<file path="src/rtl/snake_prey_gen.sv">
`default_nettype none
// ============================================================================
// snake_prey_gen : LFSR-driven prey placement and catch scoring for the snake game
// Rev 1.0
// ============================================================================
module snake_prey_gen #(
  parameter int          H_LOGIC_WIDTH = 5,
  parameter int          V_LOGIC_WIDTH = 5,
  parameter int          H_LOGIC_MAX   = 31,
  parameter int          V_LOGIC_MAX   = 23,
  parameter logic [15:0] LFSR_SEED     = 16'hACE1,
  parameter int          SCORE_WIDTH   = 8,
  parameter int          MAX_TRIES     = 15,
  parameter int          PREY_INIT_X   = 8,
  parameter int          PREY_INIT_Y   = 11
) (
  input  logic                     clk,
  input  logic                     rst,
  input  logic                     enb,
  input  logic                     snake_score,
  input  logic                     snake_lose,
  input  logic [H_LOGIC_WIDTH-1:0] snake_headx,
  input  logic [V_LOGIC_WIDTH-1:0] snake_heady,
  input  logic [H_LOGIC_WIDTH-1:0] snake_tailx,
  input  logic [V_LOGIC_WIDTH-1:0] snake_taily,
  output logic [H_LOGIC_WIDTH-1:0] preyx,
  output logic [V_LOGIC_WIDTH-1:0] preyy,
  output logic                     prey_vld,
  output logic [SCORE_WIDTH-1:0]   score_count,
  output logic                     busy
);

  localparam logic [1:0] C_ST_HOLD   = 2'd0;
  localparam logic [1:0] C_ST_SEARCH = 2'd1;
  localparam logic [1:0] C_ST_LOSE   = 2'd2;

  localparam logic [H_LOGIC_WIDTH-1:0] C_HMAX    = H_LOGIC_WIDTH'(H_LOGIC_MAX);
  localparam logic [V_LOGIC_WIDTH-1:0] C_VMAX    = V_LOGIC_WIDTH'(V_LOGIC_MAX);
  localparam logic [H_LOGIC_WIDTH-1:0] C_INIT_X  = H_LOGIC_WIDTH'(PREY_INIT_X);
  localparam logic [V_LOGIC_WIDTH-1:0] C_INIT_Y  = V_LOGIC_WIDTH'(PREY_INIT_Y);
  localparam logic [H_LOGIC_WIDTH-1:0] C_FB_MASK = {1'b1, {(H_LOGIC_WIDTH-1){1'b0}}};
  localparam logic [4:0]               C_TRIES   = 5'(MAX_TRIES);

  logic [1:0]               r_state;
  logic [1:0]               w_state_nxt;
  logic [15:0]              r_lfsr;
  logic [3:0]               r_tries;
  logic [H_LOGIC_WIDTH-1:0] w_cx;
  logic [V_LOGIC_WIDTH-1:0] w_cy;
  logic                     w_accept;
  logic                     w_last_try;
  logic                     w_start;
  logic                     w_reject;
  logic                     w_load_cand;
  logic                     w_load_fb;

  // Free-running: the LFSR ignores enb so stalled searches resume on fresh values.
  always_ff @(posedge clk) begin
    if (rst) begin
      r_lfsr <= LFSR_SEED;
    end else begin
      r_lfsr <= {r_lfsr[14:0], r_lfsr[15] ^ r_lfsr[13] ^ r_lfsr[12] ^ r_lfsr[10]};
    end
  end

  assign w_cx = r_lfsr[H_LOGIC_WIDTH-1:0];
  assign w_cy = r_lfsr[H_LOGIC_WIDTH+V_LOGIC_WIDTH-1:H_LOGIC_WIDTH];

  assign w_accept = (w_cx <= C_HMAX) && (w_cy <= C_VMAX) &&
                    !((w_cx == snake_headx) && (w_cy == snake_heady)) &&
                    !((w_cx == snake_tailx) && (w_cy == snake_taily)) &&
                    !((w_cx == preyx) && (w_cy == preyy));

  assign w_last_try = (({1'b0, r_tries} + 5'd1) == C_TRIES);

  always_ff @(posedge clk) begin
    if (rst) begin
      r_state <= C_ST_HOLD;
    end else begin
      r_state <= w_state_nxt;
    end
  end

  always_comb begin
    w_state_nxt = r_state;
    w_start     = 1'b0;
    w_reject    = 1'b0;
    w_load_cand = 1'b0;
    w_load_fb   = 1'b0;
    case (r_state)
      C_ST_HOLD: begin
        if (snake_lose) begin
          w_state_nxt = C_ST_LOSE;
        end else if (enb && snake_score) begin
          w_state_nxt = C_ST_SEARCH;
          w_start     = 1'b1;
        end
      end
      C_ST_SEARCH: begin
        if (snake_lose) begin
          w_state_nxt = C_ST_LOSE;
        end else if (enb) begin
          if (w_accept) begin
            w_load_cand = 1'b1;
            w_state_nxt = C_ST_HOLD;
          end else if (w_last_try) begin
            w_load_fb   = 1'b1;
            w_state_nxt = C_ST_HOLD;
          end else begin
            w_reject = 1'b1;
          end
        end
      end
      C_ST_LOSE: begin
        w_state_nxt = C_ST_LOSE;
      end
      default: begin
        w_state_nxt = C_ST_HOLD;
      end
    endcase
  end

  always_comb begin
    busy = (r_state == C_ST_SEARCH);
  end

  always_ff @(posedge clk) begin
    if (rst) begin
      preyx       <= C_INIT_X;
      preyy       <= C_INIT_Y;
      prey_vld    <= 1'b1;
      score_count <= '0;
      r_tries     <= '0;
    end else begin
      if (w_start) begin
        prey_vld <= 1'b0;
        r_tries  <= '0;
        if (score_count != {SCORE_WIDTH{1'b1}}) begin
          score_count <= score_count + SCORE_WIDTH'(1);
        end
      end
      if (w_reject) begin
        r_tries <= r_tries + 4'd1;
      end
      if (w_load_cand) begin
        preyx    <= w_cx;
        preyy    <= w_cy;
        prey_vld <= 1'b1;
      end
      // Flipping the X MSB guarantees the fallback never lands on the head.
      if (w_load_fb) begin
        preyx    <= snake_headx ^ C_FB_MASK;
        preyy    <= snake_heady;
        prey_vld <= 1'b1;
      end
    end
  end

endmodule
`default_nettype wire
</file>
<file path="config.mk">
export PLATFORM = sky130hd
export DESIGN_NAME = snake_prey_gen
export DESIGN_NICKNAME = d
export VERILOG_FILES = /design/src/rtl/snake_prey_gen.sv
export SDC_FILE = /design/constraint.sdc
export NUM_CORES = 1
export LEC_CHECK = 0
export ABC_AREA = 1
export CAP_MARGIN = 20
export CORE_MARGIN = 2
export CORE_UTILIZATION = 46
export DETAILED_ROUTE_END_ITERATION = 10
export PLACE_DENSITY = 0.74
export SYNTH_ARGS = -nofsm -noshare
export SYNTH_HDL_FRONTEND = slang
export SYNTH_SLANG_ARGS = --single-unit
export TNS_END_PERCENT = 30
</file>
<file path="constraint.sdc">
create_clock -name clk -period 1.5 [get_ports clk]
set_input_delay 0.3 -clock clk [delete_from_list [all_inputs] [get_ports clk]]
set_output_delay 0.3 -clock clk [all_outputs]
set_load 0.03 [all_outputs]
</file>
Word-level counts from Yosys, hierarchy flattened
Index checks and enable logic that the tools add are counted.

operators by class
  add/sub/neg operators = 3
  order comparisons = 2
  equal/unequal tests = 13
  muxes and demuxes = 30
  bitwise operators = 4
  reduce and logical (&&, ||, !) cells = 17

operator list
  operator               number
  $eq A5 B5 Y1           6
  $mux W5                4
  $mux W1                17
  $mux W2                6
  $le A5 B5 Y1 const B   2
  $add A8 B1 Y8 const B  1
  $logic_and A1 B1 Y1    8
  $mux W4                2
  $ne A8 B8 Y1 const B   1
  $ne A3 B3 Y1 const B   2
  $pmux W2 S3            1
  $add A4 B1 Y5 const B  1
  $eq A5 B4 Y1 const B   1
  $add A4 B1 Y4 const B  1
  $ne A4 B2 Y1 const B   1
  $reduce_bool A2 Y1     2
  $logic_not A1 Y1       3
  $reduce_and A3 Y1      1
  $reduce_or A3 Y1       1
  $xor A1 B1 Y1          3
  $eq A2 B1 Y1 const B   1
  $eq A2 B2 Y1 const B   1
  $logic_not A2 Y1       1
  $reduce_and A2 Y1      1
  $not A1 Y1             1

word-level totals
  register bits after elaboration = 41
  logic and storage cells = 76

Depth between registers and ports, before layout
Gate-level depths: netlist of the first run.

  depth after elaboration = 12
  depth in mapped cells = 14
  mapped depth without buffers = 14

Worst setup path before layout of the first run
Ideal clock, no wire load.

  path kind = register to register
  start point = register score_count[1]
  end point = register score_count[4]
  setup time = 0.118 ns
  data arrival time = 1.665 ns
  setup slack = -0.283 ns
  stages on the path, launching flop included = 11
  buffers on the path = 0
  period minus slack after synthesis = 1.783 ns
  cell sequence = dfxtp_1 -> ha_1 -> inv_1 -> nor4_1 -> nand3_1 -> nand2_1 -> inv_1 -> nand4_1 -> nand2_1 -> nand2_1 -> nor2_1

on the way
  cells in the longest elaborated chain, start to end = 2
  elaborated cells on any way between the ends = 3
  those cells by class = add/sub: 1; eq/ne: 1; reduce/logical: 1

RTL lines
  element                                                line  RTL
  from (decl)                                            29    output logic [SCORE_WIDTH-1:0] score_count,
  from (signal assigned)                                 139   score_count <= score_count + SCORE_WIDTH'(1);
  branches (longest 2 deep; another with $add A8 B1 Y8)  n/a

Parallel ways; which one is timed is not known.
A chain may end at the register's enable or synchronous reset.

Worst setup path in the final report of the first run
  start point = register r_lfsr[8]
  end point = register preyy[2]

on the way
  cells in the longest elaborated chain, start to end = 11
  elaborated cells on any way between the ends = 24
  those cells by class = order compare: 1; eq/ne: 3; mux: 9; reduce/logical: 11

RTL lines
  element                                               line  RTL
  from (decl)                                           46    logic [15:0] r_lfsr;
  from (signal assigned)                                62    r_lfsr <= {r_lfsr[14:0], r_lfsr[15] ^ r_lfsr[13] ^ r_lfsr[12] ^ r_lfsr[10]};
  branches (longest 5 deep; another with $le A5 B5 Y1)  n/a
  $logic_and A1 B1 Y1 (*)                               71    !((w_cx == snake_tailx) && (w_cy == snake_taily)) &&
  $mux W1                                               103   if (w_accept) begin
  $mux W1                                               102   end else if (enb) begin
  $mux W1                                               100   if (snake_lose) begin
  $mux W1                                               90    case (r_state)
  $mux W5 or $reduce_bool A2 Y1 (tied branches)         n/a
  to (signal assigned)                                  147   preyy <= w_cy;
  to (signal assigned)                                  153   preyy <= snake_heady;
  to (decl)                                             27    output logic [V_LOGIC_WIDTH-1:0] preyy,

Mark *: on every way between the ends.

==> key figures, run 1 <==
Status
  – Run status: finished, violations left
  – Failing checks: negative setup slack

STA
  – Layout Skew: 0.007944 ns
  – Min cycle time layout: 1.687 ns
  – Post-route fraction of the period consumed by the critical path: 1.125
  – Worst Max-Slew Pin Slew: 0.3105 ns
  – Setup repair after global routing missed its margin: yes
  – Peak clock frequency supported by timing: 0.5927 GHz
  – Hold_ws: 0.4135 ns
  – Number of setup violations in the final report: 16
  – Slew Limit Headroom: 0.7938
  – Final count of hold timing violations: 0
  – Setup slack after layout: -0.1871 ns
  – Number of pins with negative max-slew slack in the final report: 0

Logic synthesis
  – Proportion of synthesized flip-flops having asynchronous set or reset: 0
  – Netlist Area Pre-Place: between 2000 and 2500 µm²
  – Net count of the mapped netlist: ~380
  – Most instantiated flip-flop cell in the synthesis netlist: dfxtp_1
  – Post-Syn Instances: roughly 350
  – Yosys warning count: 0
  – Number of different library cells in the post-synthesis netlist: 26
  – Count of flip-flops with a built-in enable after synthesis: 0
  – Part of the Yosys area used for sequential elements: 0.3669
  – FF+latch count, synth: 41
  – Average cell area after synthesis: 6.320 µm²

Layout
  – Fraction of layout cells with a size suffix above 1: 0.3652
  – Net count, final: 487
  – Antenna Cells: 0
  – P&R area growth vs syn: 60.40%

Route
  – Detailed-route vias per instance: 5.066
  – Final antenna-violating net count: 0
  – Total length of routed wires: ~7000 µm
  – Iteration-0 DRC count of the detailed router: 132
  – Detail-routed net length per standard cell: 13.27 µm
  – Detailed-route via count: 2604
  – Number of iterations in the first detailed-routing pass: 4
  – # DRC: 0

Setup path
  – Most used cell along the critical path: nand2_2
  – CP cell instances: inv_4 > nand2_2 > nand2_1 > nor2_2 > nand3_2 > nor2_4 > nor2_4 > nand2_4 > nand2_4 > buf_6 > nand2_2 > nand2_2 > nor2_2 > nor2_1
  – Type of the setup path with the least slack: flip-flop to flip-flop
  – Arrival time reported for the critical path endpoint: 1.89 ns
  – Standard cell with the maximum stage delay on the critical path: dfxtp_4
  – Worst EP required: between 1.5 and 2 ns
  – Stage delay of the slowest cell on the critical path: 0.40 ns
  – Type of origin of the critical path: flip-flop
  – Top fanout value on the critical path: 8
  – Worst path buffer plus inverter count: 2
  – Sort of element at the end of the critical path: flip-flop
  – Cell family with most CP delay: simple AND/OR/NAND/NOR gates

Power
  – Net Sw Power: 700.0 µW
  – Peak supply drop: 0.4821 mV
  – Net switching share of the total power: 0.2948
  – Leakage power: 0.001886 µW
  – Clock power share: 0.320
  – Share of power burned in registers: 0.489
  – Power Density: 661.6 nW/µm²
  – Power, Total: 2374 µW
  – P_int: 1674 µW
  – Logic pwr share: 0.191

Global routing
  – Vias in the first global route: roughly 2400
  – Overall track demand over capacity in global routing: 0.2489
  – Initial antenna violation count: 0
  – Global-route wire length before repair: 10550 µm
  – Maximum number of pins on one net before global-route repair: 20
  – GRT overflow: 0

Placed design
  – Final estimated routing congestion in global placement: 0.8422
  – Port-buffer cells: 44
  – Post-detailed-placement half-perimeter wirelength: 4478 µm

Flow run
  – Number of violations of the max-capacitance limit: 0

CTS
  – Clock Sink Count: 41
  – Clock insertion delay at the later pin of the skew report: around 0.31 ns
  – Longest Clk Path Bufs: 2
  – CTS clk-pin slew, worst paths: about 0.090 ns
  – Post-cts hold buffer count: 0
  – Clock H-tree levels: 2
  – TritonCTS clock tree: built
  – Root buffer cell: clkbuf_8
  – Num CTS Buffers: 5

Die
  – Die boundary height: 73.74 µm
  – Total number of placement rows: 25
  – Starting density of the core: 0.4768
  – Die ar.: between 5000 and 6000 µm²
  – Core footprint: roughly 4700 µm²
  – Chip width: about 74 µm
  – Number of top-level pins: 45

Min path
  – Tightest Hold Check Type: flip-flop to flip-flop
-- per-layer routing --
layer / part of all wire / up-vias / GRT usage
li1: - / 1295 / -
met1: 0.43 / 1196 / 0.3286
met2: 0.48 / 88 / 0.3998
met3: 0.055 / 25 / 0.03978
met4: 0.032 / 0 / 0.1071
met5: 0 / - / 0
-- cells by family (layout without fill, tap and decap cells) --
family | Yosys count | in the layout | synth area share
xor gates and xnor gates | 16 | 16 | 0.06264
AOI/OAI and AO/OA | 30 | 30 | 0.06935
and+or+nand+nor | 205 | 206 | 0.3781
DFF | 41 | 41 | 0.3669
adders and majority gates | 3 | 3 | 0.01678
buffers and inverters | 59 | 164 | 0.1063
-- final timing paths --
kind,from,endpoint,slack (ns),cells past startpoint
max,r_lfsr[8],preyy[2],-0.19,14
min,r_lfsr[14],r_lfsr[15],0.41,1
max reg2reg,r_lfsr[8],preyy[2],-0.19,14
min reg2reg,r_lfsr[14],r_lfsr[15],0.41,1
-- registers in the layout, summed over array words and instances, names as in the netlist --
| signal | cells |
|---|---|
| preyy | 5 |
| preyx | 5 |
| prey_vld | 1 |
| r_tries | 4 |
| r_state | 2 |
| score_count | 8 |
| r_lfsr | 16 |
-- layout make-up --
type                    instances  area [µm²]
fillers                       337        1104
multi-input cells             255        1409
well taps                      54       67.56
repair buffers                103       933.4
clock buffers                   5       68.82
inverters                      53       203.9
clock inverters                 3       21.27
flip-flops and latches         41       884.6
-- timing repair --
action / 4_1_cts / 5_1_grt
resized for setup: 76 / 64
gates cloned: 1 / 0
setup endpoints to repair: 38 / 24
pin swaps: 18 / 40
buffers inserted: 0 / 5
-- power groups by stage --
stage	logic (µW)	registers, µW	clock network [µW]
floorplan	169	1190	0
global placement	386	1180	0
detailed placement	392	1180	0
CTS	395	1160	780
global route	495	1170	820
finish	453	1160	760
-- per-stage QoR --
step / TNS, ns / cells / util / area [µm²] / worst slack (ns)
5_1_grt: -3.543 / 514 / 0.7648 / 3588 / -0.2915
3_5_place_dp: -9.870 / 500 / 0.6779 / 3181 / -0.5641
4_1_cts: -1.540 / 509 / 0.7219 / 3387 / -0.1439
6_report: -1.618 / 514 / 0.7648 / 3588 / -0.1871
2_1_floorplan: -0.03709 / 354 / - / 2271 / -0.01876
3_3_place_gp: -9.331 / 500 / 0.6779 / 3181 / -0.5399
-- cell usage in the layout, fill, tap and decap left out, types with 5 or more instances in the layout --
master           netlist  routed
dlygate4sd2_1          0      27
buf_4                  0      49
nand2_1              118     101
a21oi_1               11       9
dlymetal6s2s_1         0       6
inv_2                  2      13
xor2_1                12      11
nor2_1                52      39
nor2_2                 2      12
dfxtp_1               41      14
dfxtp_4                0      12
dfxtp_2                0      15
clkdlybuf4s50_1        0       7
inv_1                 51      38
clkbuf_8               0       5
o21ai_0                9       6
buf_6                  2      11
o21ai_1                8       9
nand3_1               17      12
nand2_2                1      16
-- cells in the mapped netlist, types with 2 or more instances --
library cell / instances / share of area
clkbuf_1: 3 / 0.0050
nor3_1: 3 / 0.0067
or2_2: 3 / 0.0084
xor2_1: 12 / 0.047
nand3_1: 17 / 0.038
nand4_1: 4 / 0.011
a21oi_1: 11 / 0.025
o21ai_0: 9 / 0.020
nor2_1: 52 / 0.087
nand2_4: 2 / 0.010
nand2_1: 118 / 0.20
nor2_2: 2 / 0.0056
xnor2_1: 4 / 0.016
inv_2: 2 / 0.0034
inv_1: 51 / 0.086
ha_1: 3 / 0.017
buf_6: 2 / 0.010
o21ai_1: 8 / 0.018
dfxtp_1: 41 / 0.37
Power figures use the tool's default switching activity.
==> inputs of run 2 (changes only) <==
- CORE_UTILIZATION: 46 -> 50
- DONT_BUFFER_PORTS: default -> 1
- PLACE_DENSITY: 0.74 -> 0.67
==> run 2 against run 1 <==
Against the previous run: the run still ends with negative setup slack left; global-route usage fell by 0.50 points; power rose by 2.0%; sequential cell count did not move; final cell count fell by 9.9%; sequential power barely moved; register-to-register slack improved by 0.04 ns; via count fell by 11%; worst hold slack got worse by 0.37 ns; die area fell by 7.6%; first-iteration DRC count rose by 13%; final area fell by 13%.
==> key figures, run 2 (synthesis gave the netlist of run 1 again) <==
Setup path
  – R2r setup slk: -0.14 ns
  – Standard cell with the maximum stage delay on the critical path: dfxtp_2
  – Most used cell along the critical path: nor2_1
  – Cell family with most CP delay: simple AND/OR/NAND/NOR gates
  – Worst EP required: 1.71 ns
  – Worst-case reg-to-reg path depth: 12
  – Critical R2R Launch: r_lfsr[5]
  – CP cell instances: xor2_1 > nor2_1 > nand2_1 > nor2_4 > nor2_4 > nand2_4 > buf_4 > buf_4 > nand3_1 > nand2_1 > nor2_1 > nor2_1
  – Top fanout value on the critical path: 4
  – Stage delay of the slowest cell on the critical path: 0.40 ns
  – Arrival time reported for the critical path endpoint: 1.85 ns
  – Terminus of the critical flop-to-flop path: preyy[4]
  – Sort of element at the end of the critical path: flip-flop
  – Worst path buffer plus inverter count: 2
  – Type of origin of the critical path: flip-flop
  – Type of the setup path with the least slack: flip-flop to flip-flop

Placed design
  – Standard cell area after detailed placement: 2693 µm²
  – Port-buffer cells: 0
  – Post-detailed-placement half-perimeter wirelength: 4164 µm
  – Final estimated routing congestion in global placement: about 0.90

Die
  – Chip width: 70.89 µm
  – Number of top-level pins: 45
  – Core footprint: 4324 µm²
  – Starting density of the core: 0.5174
  – Die boundary height: 70.89 µm
  – Die ar.: 5025 µm²
  – Total number of placement rows: 24

Global routing
  – Maximum number of pins on one net before global-route repair: 22
  – Vias in the first global route: between 2000 and 2500
  – Initial antenna violation count: 0
  – Global-route wire length before repair: 9818 µm
  – Overall track demand over capacity in global routing: 0.2438
  – GRT overflow: 0

STA
  – Layout Skew: slightly above 0.007 ns
  – Setup repair after global routing missed its margin: yes
  – Number of pins with negative max-slew slack in the final report: 0
  – Setup slack after layout: -0.1436 ns
  – Worst Max-Slew Pin Slew: 0.3276 ns
  – Hold_ws: 0.04390 ns
  – Final count of hold timing violations: 0
  – Setup TNS: -1.104 ns
  – Min cycle time layout: 1.644 ns
  – Number of setup violations in the final report: 16
  – Slew Limit Headroom: 0.7813
  – Peak clock frequency supported by timing: 0.6084 GHz
  – Post-route fraction of the period consumed by the critical path: 1.096

CTS
  – Root buffer cell: clkbuf_8
  – Clock H-tree levels: 2
  – Clock Sink Count: 41
  – TritonCTS clock tree: built
  – Post-cts hold buffer count: 0
  – CTS clk-pin slew, worst paths: 0.09 ns
  – Longest Clk Path Bufs: 2
  – Num CTS Buffers: 5
  – Clock insertion delay at the later pin of the skew report: 0.30 ns

Layout
  – Net count, final: around 440
  – P&R area growth vs syn: 39.43%
  – Final Util: 0.7214
  – Most frequent cells in the layout: nand2_1, buf_4, inv_1, nor2_1, dfxtp_2
  – Leading cell type in the layout, fill and taps excluded: nand2_1
  – Antenna Cells: 0
  – Final design instance area without fill: between 3000 and 4000 µm²
  – Fraction of layout cells with a size suffix above 1: 0.3698
  – Flip-flop count of the largest register, all copies and words added: 16
  – Top reg by flops: r_lfsr
  – # fillers: 355
  – Biggest registers after layout: r_lfsr (16), score_count (8)

Min path
  – Tightest Hold Check Type: input port to flip-flop
  – End of the worst hold path: r_tries[2]
  – Instance count along the most critical hold path: 1
  – Worst min-delay path startpoint: rst

Route
  – Number of iterations in the first detailed-routing pass: 4
  – Iteration-0 DRC count of the detailed router: 149
  – Final antenna-violating net count: 0
  – Total length of routed wires: 5922 µm
  – Detailed-route via count: 2310
  – Detailed-route vias per instance: 4.989
  – Detail-routed net length per standard cell: 12.79 µm
  – # DRC: 0

Flow run
  – Number of violations of the max-capacitance limit: 0

Power
  – Peak supply drop: 0.5480 mV
  – Power, Total: 2421 µW
  – Power Density: just under 800 nW/µm²
  – Leakage power: 0.001574 µW

Status
  – Failing checks: negative setup slack
  – Run status: finished, violations left
[run 2: cell types whose count changed in the layout (fill, tap and decap cells not counted), moves of 4 or more]
| cell | change |
|---|---|
| nor2_4 | +4 |
| inv_2 | -6 |
| dfxtp_2 | +4 |
| dfxtp_4 | -4 |
| clkdlybuf4s50_1 | -7 |
| nand3_2 | +4 |
| nor2_2 | -5 |
| nand3_1 | -4 |
| inv_1 | +4 |
| dlymetal6s2s_1 | -6 |
| dlygate4sd2_1 | -27 |
| buf_4 | -4 |
[run 2: how the worst max path moves through the flow]
stage | start | to | slack [ns] | cells after the start
global placement | r_lfsr[1] | r_tries[0] | -0.22 | 12
detailed placement | r_lfsr[5] | r_tries[0] | -0.23 | 12
global route | r_lfsr[7] | preyx[2] | -0.29 | 14
finish | r_lfsr[5] | preyy[4] | -0.14 | 12
floorplan | r_tries[1] | preyx[1] | -0.02 | 12
CTS | r_lfsr[8] | preyx[0] | -0.1 | 14
[run 2: worst reg2reg max path, stage by stage, from the launching register on]
cell and delay [ns]:
dfxtp_2 0.40, xor2_1 0.15, nor2_1 0.07, nand2_1 0.11, nor2_4 0.05, nor2_4 0.16
nand2_4 0.09, buf_4 0.14, buf_4 0.12, nand3_1 0.07, nand2_1 0.07, nor2_1 0.09
nor2_1 0.04
[run 2: area by class of cell]
type / instances / area, µm² / area share
Clock buffer: 5 / 68.82 / 0.02206
Clock inverter: 3 / 46.29 / 0.01484
Inverter: 53 / 209.0 / 0.06699
Multi-Input combinational cell: 255 / 1408 / 0.4513
Sequential cell: 41 / 874.6 / 0.2804
Tap cell: 52 / 65.06 / 0.02086
Timing Repair Buffer: 54 / 447.9 / 0.1436
[run 2: power by group]
part	internal [µW]	switching, µW	total [µW]
logic	148	174	323
clock network	498	431	930
registers	1120	45.3	1170
total	1770	651	2420
[run 2: through the flow]
step | setup slack, ns | cells
6_report | -0.1436 | 463
5_1_grt | -0.2948 | 463
4_1_cts | -0.09915 | 461
3_5_place_dp | -0.2266 | 451
3_3_place_gp | -0.2195 | 451
2_1_floorplan | -0.01876 | 354
[run 2: metal layers]
layer  track usage  part of all wire  vias up
met5             0                 0        -
li1              -                 -     1192
met1        0.3044              0.44     1045
met4       0.09224             0.022        0
met3       0.06695             0.066       12
met2        0.4019              0.48       61
[run 2: repair_timing]
action / in CTS / in global routing
pin swaps: 18 / 24
setup endpoints to repair: 21 / 22
gates cloned: 1 / 0
setup buffers: 1 / 2
resized for setup: 43 / 47
